==> src/rtl/c_err_agg.sv <==
// Error aggregation: sticky per-bit status, first-error index, saturating event
// counter, masked irq, and a req/ack clear port driven by a small Moore FSM.

module c_err_agg_bit (
  input  logic status_q,
  input  logic err,
  input  logic prev,
  input  logic mask_q,
  input  logic in_clr,
  output logic status_nx,
  output logic new_evt
);
  // A level present in the clear cycle re-sets the bit, so new errors win over the clear.
  assign status_nx = (status_q & ~(in_clr & mask_q)) | err;
  assign new_evt   = err & ~prev;
endmodule

module c_err_agg #(
  parameter int num_errors  = 8,
  parameter int count_width = 8,
  parameter int idx_width   = 3
) (
  input  logic                   clk,
  input  logic                   reset,
  input  logic                   active,
  input  logic [num_errors-1:0]  errors_in,
  input  logic [num_errors-1:0]  irq_en,
  input  logic                   clr_req,
  input  logic [num_errors-1:0]  clr_mask,
  input  logic                   clr_cnt,
  output logic                   clr_ack,
  output logic [num_errors-1:0]  status,
  output logic                   first_vld,
  output logic [idx_width-1:0]   first_idx,
  output logic [count_width-1:0] err_count,
  output logic                   irq
);
  typedef enum logic [1:0] {IDLE, PEND, CLR} state_t;

  state_t                 state_q, state_d;
  logic [num_errors-1:0]  status_q, status_d, prev_q, prev_d;
  logic [num_errors-1:0]  clr_mask_q, clr_mask_d, status_nx, new_evt;
  logic                   clr_cnt_q, clr_cnt_d, first_vld_q, first_vld_d;
  logic [idx_width-1:0]   first_idx_q, first_idx_d, lo_idx;
  logic [count_width-1:0] err_count_q, err_count_d;
  logic                   in_clr, full_clr;

  assign in_clr   = (state_q == CLR);
  assign full_clr = in_clr & clr_cnt_q;

  for (genvar g = 0; g < num_errors; g++) begin : g_bit
    c_err_agg_bit u_bit (
      .status_q (status_q[g]),
      .err      (errors_in[g]),
      .prev     (prev_q[g]),
      .mask_q   (clr_mask_q[g]),
      .in_clr   (in_clr),
      .status_nx(status_nx[g]),
      .new_evt  (new_evt[g])
    );
  end

  always_comb begin
    lo_idx = '0;
    for (int i = num_errors - 1; i >= 0; i--)
      if (errors_in[i]) lo_idx = idx_width'(i);
  end

  always_comb begin
    state_d     = state_q;
    status_d    = status_q;
    prev_d      = prev_q;
    clr_mask_d  = clr_mask_q;
    clr_cnt_d   = clr_cnt_q;
    err_count_d = err_count_q;
    first_vld_d = first_vld_q;
    first_idx_d = first_idx_q;
    if (active) begin
      status_d    = status_nx;
      prev_d      = errors_in;
      err_count_d = full_clr ? '0 : err_count_q;
      if (|new_evt && err_count_d != '1) err_count_d = err_count_d + count_width'(1);
      first_vld_d = full_clr ? 1'b0 : first_vld_q;
      first_idx_d = full_clr ? '0 : first_idx_q;
      if (!first_vld_d && |errors_in) begin
        first_vld_d = 1'b1;
        first_idx_d = lo_idx;
      end
      case (state_q)
        IDLE: begin
          if (clr_req) begin
            state_d    = CLR;
            clr_mask_d = clr_mask;
            clr_cnt_d  = clr_cnt;
          end else if (|errors_in) begin
            state_d = PEND;
          end
        end
        PEND: begin
          if (clr_req) begin
            state_d    = CLR;
            clr_mask_d = clr_mask;
            clr_cnt_d  = clr_cnt;
          end
        end
        CLR:     state_d = (|status_nx) ? PEND : IDLE;
        default: state_d = IDLE;
      endcase
    end
  end

  always_ff @(posedge clk or negedge reset) begin
    if (!reset) begin
      state_q     <= IDLE;
      status_q    <= '0;
      prev_q      <= '0;
      clr_mask_q  <= '0;
      clr_cnt_q   <= 1'b0;
      err_count_q <= '0;
      first_vld_q <= 1'b0;
      first_idx_q <= '0;
    end else begin
      state_q     <= state_d;
      status_q    <= status_d;
      prev_q      <= prev_d;
      clr_mask_q  <= clr_mask_d;
      clr_cnt_q   <= clr_cnt_d;
      err_count_q <= err_count_d;
      first_vld_q <= first_vld_d;
      first_idx_q <= first_idx_d;
    end
  end

  assign clr_ack   = in_clr;
  assign status    = status_q;
  assign first_vld = first_vld_q;
  assign first_idx = first_idx_q;
  assign err_count = err_count_q;
  assign irq       = |(status_q & irq_en);
endmodule
==> config.mk <==
export PLATFORM = sky130hd
export DESIGN_NAME = c_err_agg
export DESIGN_NICKNAME = d
export VERILOG_FILES = /design/src/rtl/c_err_agg.sv
export SDC_FILE = /design/constraint.sdc
export NUM_CORES = 1
export LEC_CHECK = 0
export CORE_ASPECT_RATIO = 0.7
export CORE_MARGIN = 1.5
export CORE_UTILIZATION = 45
export CTS_CLUSTER_SIZE = 30
export DETAILED_ROUTE_END_ITERATION = 8
export GPL_ROUTABILITY_DRIVEN = 0
export PLACE_DENSITY = 0.75
export SETUP_SLACK_MARGIN = 0.05
export SYNTH_ARGS = -nofsm -noshare
export SYNTH_HDL_FRONTEND = slang
export SYNTH_HIERARCHICAL = 1
export SYNTH_SLANG_ARGS = --single-unit
==> constraint.sdc <==
create_clock -name clk -period 2.13 [get_ports clk]
set_input_delay 0.426 -clock clk [delete_from_list [all_inputs] [get_ports clk]]
set_output_delay 0.426 -clock clk [all_outputs]
set_load 0.02 [all_outputs]
==> impl_metrics.toml, run 1 <==
[worst_setup_path]
worstSetupPathType = "reg -> reg"
data_arrival_time_of_the_worst_path_ns = 2.14
critical-path-slowest-cell = "sky130_fd_sc_hd__dfrtp_1"
setup.worst_path.end_class = "register"
timing.critical_path.from_type = "register"
path_cells = "nor2b_4 -> buf_4 -> nand2_1 -> a21o_1 -> nor4_1 -> a21boi_0 -> o31a_1 -> o22a_1"
critical_path_buf_inv_count = 1
worstPathRequired_ns = 2.30
cp_max_fo = 6
timing.critical_path.slowest_cell_delay_ns = 0.41
critical_path.top_delay_family = "compound AO/OA/AOI/OAI gates"

[sta]
grt_setup_unrepaired = "yes"
finalMaxSlewViolations = 0
finalClockSkew_ns = 0.00836
final.period_utilization_pct = 92.6
hold_viol_final = 0
timing.final.setup_violations = 0
post-route-worst-setup-slack_ns = 0.157
max_slew.worst_pin.slew_ns = 0.871
holdWs_ns = 0.251
slew_headroom_pct = 41.9
final_period_minus_worst_setup_slack_ns = 1.97
achievable-frequency_mhz = 507
fin_tns_setup_ns = 0

[placed_design]
hpwlAfterDp_um = 3910
place_area_um2 = 2660
numPlacedInstances = 291
port-buffer-count = 50
dpl_worst_slack_ns = -0.172

[logic_synthesis]
synth.distinct_cells = 42
synth.net_count = 199
ys_async_sr_fraction_pct = 100
synthCells = 170
ys.flop_type = "sky130_fd_sc_hd__dfrtp_1"
fraction_of_the_yosys_area_taken_by_sequential_cells_pct = 50.2
synthDominantCellAreaShare_pct = 50.2
synth_seq_cells = 39
synth_enable_flop_cells = 0
synth_top_cells_by_area = "sky130_fd_sc_hd__dfrtp_1 50%, sky130_fd_sc_hd__mux2_2 14%, sky130_fd_sc_hd__nor2b_1 3.2%"
post_synth_instance_area_um2 = 1940
post_synthesis_cell_type_with_the_largest_combined_area = "sky130_fd_sc_hd__dfrtp_1"
synthesis.yosys.warnings = 6
postSynthAreaPerCell_um2 = 11.4

[finish]
final_nets = 275
post_route_cells_drive_above_1_share_pct = 26.5
final_util_pct = 67.9
area_growth_syn_to_layout_pct = 41.2
antennaDiodeCount = 0
layout.cells.non_filler = 297
finalInstanceArea_um2 = 2750
filler_cell_count = 320

[route]
drcViolationCount = 0
routed_wire_length_per_instance_um = 17.2
routed_via_density = 5.70
routed_wirelength_um = 5100
num_vias = 1693
dr.first_iter.drc_count = 111
drt_first_pass_iters = 4
ant_nets = 0

[clocking]
tritoncts = "built"
ctsResizeCount = 1
cts_made_buffers = 5
postCtsHoldBufs = 0
max-clock-path-buffers = 2
ctsRootBufferMaster = "sky130_fd_sc_hd__clkbuf_8"
cts_post_setup_buffers_inserted = 0
insertion_delay_to_the_later_sink_of_the_worst_skew_pair_ns = 0.29
numClockSinks = 39
cts.reportedPaths.clkPinSlew_ns = 0.07
ctsHtreeMaxLevel = 2

[pwr]
clkPwrFrac_pct = 19.9
pwr_density_cell_nw_per_um2 = 832
vdd_ir_drop_max_mv = 0.561
switchingPower_uw = 739
power.sequential.fraction_pct = 45.8
internal_power_mw = 1.55
switching_share_pct = 32.4
power_leakage_nw = 1.12
share_comb_of_total_power_pct = 34.4
report.power.total_mw = 2.29

[grt]
grt-ovfl-total = 0
grt_pass1_vias = 1740
gr-usage-all-layers_pct = 24.3
grt_pass1_wl_um = 8450
largest_net_degree_at_the_start_of_global_routing = 40
antenna_found_initial = 0

[floorplan]
core_um2 = 4040
core.rowCount = 19
io_pins = 51
area_of_the_die_um2 = 4730
dieWidth_um = 81.6
initial_util_pct = 48.1
floorplan.die.height_um = 58.0

[worst_hold_path]
hold_class = "in -> async"

[status]
run_status = "finished, final reports clean"

[job]
cap_viol_max_count = 0
metal layers:
layer / track usage (%) / wire length, um / part of all wire (%)
met5: 0 / 0 / 0
met4: 6.40 / 65 / 1.3
met3: 8.35 / 258 / 5.1
met2: 37.3 / 2360 / 46
met1: 33.1 / 2410 / 47
state kept, by name, indices dropped and copies added, names as in the netlist:
| register | count |
|---|---|
| clr_mask_q | 8 |
| prev_q | 8 |
| clr_cnt_q | 1 |
| err_count | 8 |
| first_vld | 1 |
| status | 8 |
| first_idx | 3 |
| state_q | 2 |
worst paths after layout:
kind	from	cells after the start	slack (ns)	endpoint
max in group asynchronous	reset	1	1.33	err_count[6]
setup reg to reg	state_q[0]	8	0.16	state_q[0]
min in group clk	clr_mask_q[4]	1	0.51	clr_mask_q[4]
setup / recovery	state_q[0]	8	0.16	state_q[0]
hold / removal	reset	1	0.25	prev_q[1]
hold reg to reg	clr_mask_q[4]	1	0.51	clr_mask_q[4]
final cells by class:
type	instances	area (um2)	area share [%]
sequential	39	976	35.6
multi-input combinational	122	946	34.5
timing repair buffer	73	667	24.3
clock buffer	6	72.6	2.64
tap	52	65.1	2.37
inverter	5	18.8	0.684
synthesized netlist by cell type (2+ instances only):
| cell type | count |
|---|---|
| sky130_fd_sc_hd__nor4_1 | 5 |
| sky130_fd_sc_hd__and3_1 | 2 |
| sky130_fd_sc_hd__or4_4 | 2 |
| sky130_fd_sc_hd__o21ai_0 | 4 |
| sky130_fd_sc_hd__a22oi_1 | 4 |
| sky130_fd_sc_hd__a21boi_0 | 2 |
| sky130_fd_sc_hd__nand3_1 | 4 |
| sky130_fd_sc_hd__a21oi_1 | 5 |
| sky130_fd_sc_hd__nor2b_1 | 10 |
| sky130_fd_sc_hd__nor3b_1 | 3 |
| sky130_fd_sc_hd__a21o_1 | 8 |
| sky130_fd_sc_hd__dfrtp_1 | 39 |
| sky130_fd_sc_hd__nand4_1 | 4 |
| sky130_fd_sc_hd__inv_1 | 5 |
| sky130_fd_sc_hd__nand2_1 | 15 |
| sky130_fd_sc_hd__buf_2 | 3 |
| sky130_fd_sc_hd__and4_1 | 2 |
| sky130_fd_sc_hd__mux2_2 | 25 |
| sky130_fd_sc_hd__nor2_1 | 5 |
power groups by stage:
stage          registers (mW)  clock network (mW)  logic (mW)
2_1_floorplan            1.14                   0       0.279
3_3_place_gp             1.04                   0       0.762
3_5_place_dp             1.05                   0       0.784
4_1_cts                  1.04               0.464       0.786
5_1_grt                  1.07               0.513       0.845
6_report                 1.05               0.454       0.786
cell usage in the layout, fill, tap and decap left out, types with 8 or more instances in the layout:
cell type                         instances
sky130_fd_sc_hd__a21o_1                   8
sky130_fd_sc_hd__clkdlybuf4s50_1         48
sky130_fd_sc_hd__nand2_1                 15
sky130_fd_sc_hd__mux2_2                  25
sky130_fd_sc_hd__dfrtp_1                 39
sky130_fd_sc_hd__buf_4                   23
sky130_fd_sc_hd__nor2b_1                  9
kinds of logic (layout without fill, tap and decap cells):
logic type	after synthesis	in the layout	synth area share, %
compound gates	38	38	15.3
buf+inv	9	84	1.93
flops	39	39	50.2
mux	27	27	15.8
simple gates	57	57	16.9
(Power assumes the default switching activity.)
==> run 2, diff against run 1 <==
--- a/config.mk
+++ b/config.mk
@@ -5,13 +5,15 @@
 export SDC_FILE = /design/constraint.sdc
 export NUM_CORES = 1
 export LEC_CHECK = 0
+export ABC_AREA = 1
 export CORE_ASPECT_RATIO = 0.7
 export CORE_MARGIN = 1.5
 export CORE_UTILIZATION = 45
 export CTS_CLUSTER_SIZE = 30
 export DETAILED_ROUTE_END_ITERATION = 8
 export GPL_ROUTABILITY_DRIVEN = 0
-export PLACE_DENSITY = 0.75
+export MAX_ROUTING_LAYER = met4
+export PLACE_DENSITY = 0.74
 export SETUP_SLACK_MARGIN = 0.05
 export SYNTH_ARGS = -nofsm -noshare
 export SYNTH_HDL_FRONTEND = slang
==> impl_metrics.toml, run 2 <==
[logic_synthesis]
synthCells = 273
synthSimpleGateAreaFrac_pct = 36.2
post_synth_instance_area_um2 = 2110
synth.distinct_cells = 26
synth.net_count = 302
postSynthAreaPerCell_um2 = 7.71
post_synthesis_cell_type_with_the_largest_combined_area = "sky130_fd_sc_hd__dfrtp_1"
synth_top_family_by_area = "simple AND/OR/NAND/NOR gates"
fraction_of_the_yosys_area_taken_by_sequential_cells_pct = 46.3
synthesis.yosys.warnings = 6
synth_enable_flop_cells = 0
post_synth_fa_ha_maj_area_fraction_pct = 0
ys.flop_type = "sky130_fd_sc_hd__dfrtp_1"
synth_top_cells_by_area = "sky130_fd_sc_hd__dfrtp_1 46%, sky130_fd_sc_hd__nand2_1 19%, sky130_fd_sc_hd__mux2_2 4.8%"
most_common_cell_in_the_netlist = "sky130_fd_sc_hd__nand2_1"
synth_xor_area_share_pct = 0.416
synthDominantCellAreaShare_pct = 46.3
synth_seq_cells = 39
yosys-top-cells-count = "108 x sky130_fd_sc_hd__nand2_1, 39 x sky130_fd_sc_hd__dfrtp_1, 25 x sky130_fd_sc_hd__inv_1"
synth-compound-area-share_pct = 5.23
ys_async_sr_fraction_pct = 100
synthMuxAreaShare_pct = 4.81

[placed_design]
numPlacedInstances = 377
dpl_worst_slack_ns = -0.240
place_area_um2 = 2670
hpwlAfterDp_um = 3570
port-buffer-count = 50

[grt]
groute.layer.met3.usage_pct = 5.11
gr-usage-all-layers_pct = 22.7
largest_net_degree_at_the_start_of_global_routing = 40
grt_pass1_wl_um = 8500
grt-ovfl-total = 0
grtUsageMet2_pct = 33.6
top_usage_layer = "met2"
grt_pass1_vias = 1802
antenna_found_initial = 0
gr-usage-met1_pct = 31.0

[pwr]
pwr_density_cell_nw_per_um2 = 808
power_leakage_nw = 1.40
vdd_ir_drop_max_mv = 0.673

[sta]
timing.final.setup_violations = 0
finalClockSkew_ns = 0.00882
final_period_minus_worst_setup_slack_ns = 1.91
finalMaxSlewViolations = 0
grt_setup_unrepaired = "no"
max_slew.worst_pin.slew_ns = 0.498
achievable-frequency_mhz = 523
post-route-worst-setup-slack_ns = 0.219
hold_viol_final = 0
final.period_utilization_pct = 89.7
fin_tns_setup_ns = 0
holdWs_ns = 0.180
slew_headroom_pct = 66.8

[status]
violations = "DRC"
run_status = "finished, violations left"

[route]
ant_nets = 0
routed_via_density = 4.93
routed_wire_length_per_instance_um = 12.8
drcViolationCount = 5
routed_wirelength_um = 4900
drt_first_pass_iters = 7
dr.first_iter.drc_count = 125
num_vias = 1888

[worst_setup_path]
worstPathRequired_ns = 1.70
critical_path.startpoint = "irq_en[7]"
timing.critical_path.from_type = "input pin"
reg2reg_depth = 12
worst_r2r_startpoint = "state_q[1]"
worstSetupPathType = "in -> out"
setup.worst_path.end_class = "primary output"
data_arrival_time_of_the_worst_path_ns = 1.48
cp_max_fo = 1
endpoint = "irq"
timing.rr.end = "state_q[0]"
reg2reg_setup_slack_ns = 0.54

[finish]
most_common_cell_after_layout_fill_and_taps_aside = "sky130_fd_sc_hd__nand2_1"
final_nets = 358
finalInstanceArea_um2 = 2750
antennaDiodeCount = 0
post_route_cells_drive_above_1_share_pct = 13.1
layout.cells.non_filler = 383
area_growth_syn_to_layout_pct = 30.4
layout_common_cells = "108 x sky130_fd_sc_hd__nand2_1, 47 x sky130_fd_sc_hd__clkdlybuf4s50_1, 39 x sky130_fd_sc_hd__dfrtp_1, 25 x sky130_fd_sc_hd__inv_1, 24 x sky130_fd_sc_hd__nor2_1"

[clocking]
postCtsHoldBufs = 0
insertion_delay_to_the_later_sink_of_the_worst_skew_pair_ns = 0.29
cts_made_buffers = 5
ctsRootBufferMaster = "sky130_fd_sc_hd__clkbuf_8"
cts.reportedPaths.clkPinSlew_ns = 0.07
numClockSinks = 39
ctsHtreeMaxLevel = 2
tritoncts = "built"
max-clock-path-buffers = 2

[floorplan]
initial_util_pct = 47.5
core_um2 = 4430
dieWidth_um = 84.8
floorplan.die.height_um = 60.2
io_pins = 51
area_of_the_die_um2 = 5110
core.rowCount = 20

[worst_hold_path]
hold_class = "in -> async"

[job]
cap_viol_max_count = 0
run 2: cells by family (layout without fill, tap and decap cells):
group	after synthesis	in the layout
XOR/XNOR	1	1
flip-flops	39	39
multiplexers	9	9
buffers and inverters	35	90
AO/OA/AOI/OAI	19	19
AND/OR/NAND/NOR	170	170
run 2: worst min-delay path by stage:
stage	from	endpoint	slack, ns
3_3_place_gp	prev_q[6]	prev_q[6]	0.45
3_5_place_dp	first_idx[2]	first_idx[2]	0.46
5_1_grt	reset	status[6]	0.22
4_1_cts	reset	status[6]	0.19
6_report	reset	first_idx[1]	0.18
2_1_floorplan	reset	clr_cnt_q	0.13
run 2: worst max-delay path, stage by stage:
cell and delay, ns:
sky130_fd_sc_hd__clkdlybuf4s50_1 0.40, sky130_fd_sc_hd__nand2_1 0.06, sky130_fd_sc_hd__nand3_1 0.10, sky130_fd_sc_hd__a221oi_2 0.21, sky130_fd_sc_hd__nand4_1 0.11, sky130_fd_sc_hd__clkbuf_2 0.17
run 2: cell type report:
cell class                 count  area [um2]
multi-input combinational    199         990
inverter                      29         109
clock buffer                   6        72.6
sequential                    39         976
tap                           55        68.8
fill                         404        1680
timing repair buffer          55         531
run 2: routing by layer:
layer | wire, um | share of wire [%] | vias to the layer above
met5 | 0 | 0 | -
met2 | 2080 | 42 | 49
met1 | 2450 | 50 | 862
li1 | - | - | 969
met4 | 64 | 1.3 | 0
met3 | 300 | 6.1 | 8
run 2: stage by stage:
stage,total power [mW],util (%)
floorplan,1.44,-
global placement,1.75,60.3
detailed placement,1.77,60.3
CTS,2.24,62.1
global route,2.38,62.0
finish,2.22,62.0
run 2: where the power goes:
| part | switching, mW | leakage (nW) | internal [mW] |
|---|---|---|---|
| clock network | 0.245 | 0.0371 | 0.218 |
| registers | 0.125 | 0.473 | 0.876 |
| logic | 0.401 | 0.885 | 0.354 |
| total | 0.772 | 1.40 | 1.45 |
run 2: what timing repair did:
| item | CTS | global route |
|---|---|---|
| setup buffers | 0 | 0 |
| resized for setup | 3 | 2 |
| endpoints found under the setup margin | 1 | 2 |
==> run 3, diff against run 2 <==
--- a/config.mk
+++ b/config.mk
@@ -6,15 +6,17 @@
 export NUM_CORES = 1
 export LEC_CHECK = 0
 export ABC_AREA = 1
+export CELL_PAD_IN_SITES_DETAIL_PLACEMENT = 1
+export CELL_PAD_IN_SITES_GLOBAL_PLACEMENT = 2
 export CORE_ASPECT_RATIO = 0.7
 export CORE_MARGIN = 1.5
-export CORE_UTILIZATION = 45
+export CORE_UTILIZATION = 28
 export CTS_CLUSTER_SIZE = 30
 export DETAILED_ROUTE_END_ITERATION = 8
 export GPL_ROUTABILITY_DRIVEN = 0
+export HOLD_SLACK_MARGIN = 0.12
 export MAX_ROUTING_LAYER = met4
-export PLACE_DENSITY = 0.74
-export SETUP_SLACK_MARGIN = 0.05
+export PLACE_DENSITY_LB_ADDON = 0.1
 export SYNTH_ARGS = -nofsm -noshare
 export SYNTH_HDL_FRONTEND = slang
 export SYNTH_HIERARCHICAL = 1
==> impl_metrics.toml, run 3 (synthesis results as in run 2) <==
[floorplan]
dieWidth_um = 107
floorplan.die.height_um = 75.6
initial_util_pct = 28.9
io_pins = 51
area_of_the_die_um2 = 8060
core.rowCount = 26
core_um2 = 7290

[placed_design]
numPlacedInstances = 432
dpl_worst_slack_ns = -0.335
port-buffer-count = 50
place_area_um2 = 2810
hpwlAfterDp_um = 4810

[route]
drt_first_pass_iters = 4
top_metal_layer_carrying_routed_signals = "met4"
dr.first_iter.drc_count = 56
met2_layer_wire_length_in_the_routed_design_um = 2450
routed_wirelength_um = 6050
wl_met1_um = 3370
met3_length_um = 201
drcViolationCount = 0
num_vias = 1980
routed_via_density = 4.50
ant_nets = 0
routed_wire_length_per_instance_um = 13.8

[finish]
finalInstanceArea_um2 = 2930
layout_common_cells = "108 x sky130_fd_sc_hd__nand2_1, 48 x sky130_fd_sc_hd__clkdlybuf4s50_1, 39 x sky130_fd_sc_hd__dfrtp_1, 25 x sky130_fd_sc_hd__inv_1, 24 x sky130_fd_sc_hd__nor2_1"
area_growth_syn_to_layout_pct = 39.3
antennaDiodeCount = 0
final_nets = 370
most_common_cell_after_layout_fill_and_taps_aside = "sky130_fd_sc_hd__nand2_1"
post_route_cells_drive_above_1_share_pct = 17.0
layout.cells.non_filler = 440
filler_cell_count = 910

[pwr]
power.sequential.fraction_pct = 40.8
clkPwrFrac_pct = 26.7
switchingPower_uw = 826
switching_share_pct = 33.7
power_leakage_nw = 1.46
vdd_ir_drop_max_mv = 0.355
internal_power_mw = 1.63
share_comb_of_total_power_pct = 32.5
pwr_density_cell_nw_per_um2 = 836

[worst_hold_path]
hold_class = "in -> async"

[worst_setup_path]
reg2reg_setup_slack_ns = 0.43
data_arrival_time_of_the_worst_path_ns = 1.55
timing.critical_path.from_type = "register"
worstSetupPathType = "reg -> out"
timing.rr.end = "state_q[0]"
setup.worst_path.end_class = "primary output"
cp_max_fo = 4
worst_r2r_startpoint = "state_q[1]"
reg2reg_depth = 12
worstPathRequired_ns = 1.70
critical_path.startpoint = "state_q[1]"

[sta]
max_slew.worst_pin.slew_ns = 0.527
hold_viol_final = 0
timing.final.setup_violations = 0
final.period_utilization_pct = 92.9
finalMaxSlewViolations = 0
achievable-frequency_mhz = 505
holdWs_ns = 0.109
slew_headroom_pct = 64.9
final_period_minus_worst_setup_slack_ns = 1.98
finalClockSkew_ns = 0.00458
grt_setup_unrepaired = "no"
post-route-worst-setup-slack_ns = 0.151

[clocking]
numClockSinks = 39
tritoncts = "built"
cts.reportedPaths.clkPinSlew_ns = 0.08
postCtsHoldBufs = 0
ctsRootBufferMaster = "sky130_fd_sc_hd__clkbuf_8"
cts_made_buffers = 5
insertion_delay_to_the_later_sink_of_the_worst_skew_pair_ns = 0.28
ctsHtreeMaxLevel = 2
max-clock-path-buffers = 2

[job]
cap_viol_max_count = 0

[grt]
grt_pass1_vias = 2028
grt-ovfl-total = 0
gr-usage-all-layers_pct = 16.7
grt_pass1_wl_um = 10100
largest_net_degree_at_the_start_of_global_routing = 24
antenna_found_initial = 0

[status]
run_status = "finished, final reports clean"
## run 3: changes by cell type in the layout (fill, tap and decap cells not counted), sizes merged
cell / change
clkinv: +1
bufinv: +1
dlymetal6s2s: -1
buf: +12
clkdlybuf4s50: +1
## run 3: worst max path at each step
stage	to	depth (start not counted)	slack, ns
global placement	irq	6	-0.31
CTS	irq	6	0.02
detailed placement	irq	6	-0.33
global route	irq	6	0.05
finish	clr_ack	3	0.15
floorplan	state_q[0]	11	0.39
## run 3: per-layer routing
metal | GRT usage, % | up-vias
met4 | 2.81 | 0
met1 | 24.5 | 952
met5 | - | -
met3 | 3.08 | 2
li1 | - | 994
met2 | 24.3 | 32
## run 3: worst max-delay path, cell delays in order (launching register included)
cell and delay (ns):
sky130_fd_sc_hd__dfrtp_1 0.40, sky130_fd_sc_hd__inv_1 0.10, sky130_fd_sc_hd__nor2_1 0.15, sky130_fd_sc_hd__clkdlybuf4s50_1 0.63
## run 3: through the flow
step	utilization, %	power [mW]	setup TNS, ns
after global placement	38.6	1.80	-0.310
after CTS	40.3	2.49	0
after floorplan	-	1.44	0
after global routing	40.2	2.61	0
after detailed placement	38.6	1.82	-0.335
final	40.2	2.45	0
## run 3: cell type report
class	instances	area (um2)	area share (%)
clock inverter	2	35.0	1.19
clock buffer	6	82.6	2.82
tap	98	123	4.18
sequential	39	976	33.3
multi-input combinational	199	990	33.7
timing repair buffer	67	618	21.1
inverter	29	109	3.71
## run 3: power groups by stage
stage	Clock [mW]	Combinational (mW)	Sequential (mW)
after floorplan	0	0.358	1.08
after global placement	0	0.790	1.01
after detailed placement	0	0.803	1.01
after CTS	0.681	0.810	1.00
after global routing	0.700	0.886	1.03
final	0.655	0.797	1.00
## run 3: what timing repair did
action / 4_1_cts / 5_1_grt
endpoints found under the setup margin: 1 / 1
resized for setup: 3 / 1
setup buffers: 0 / 0
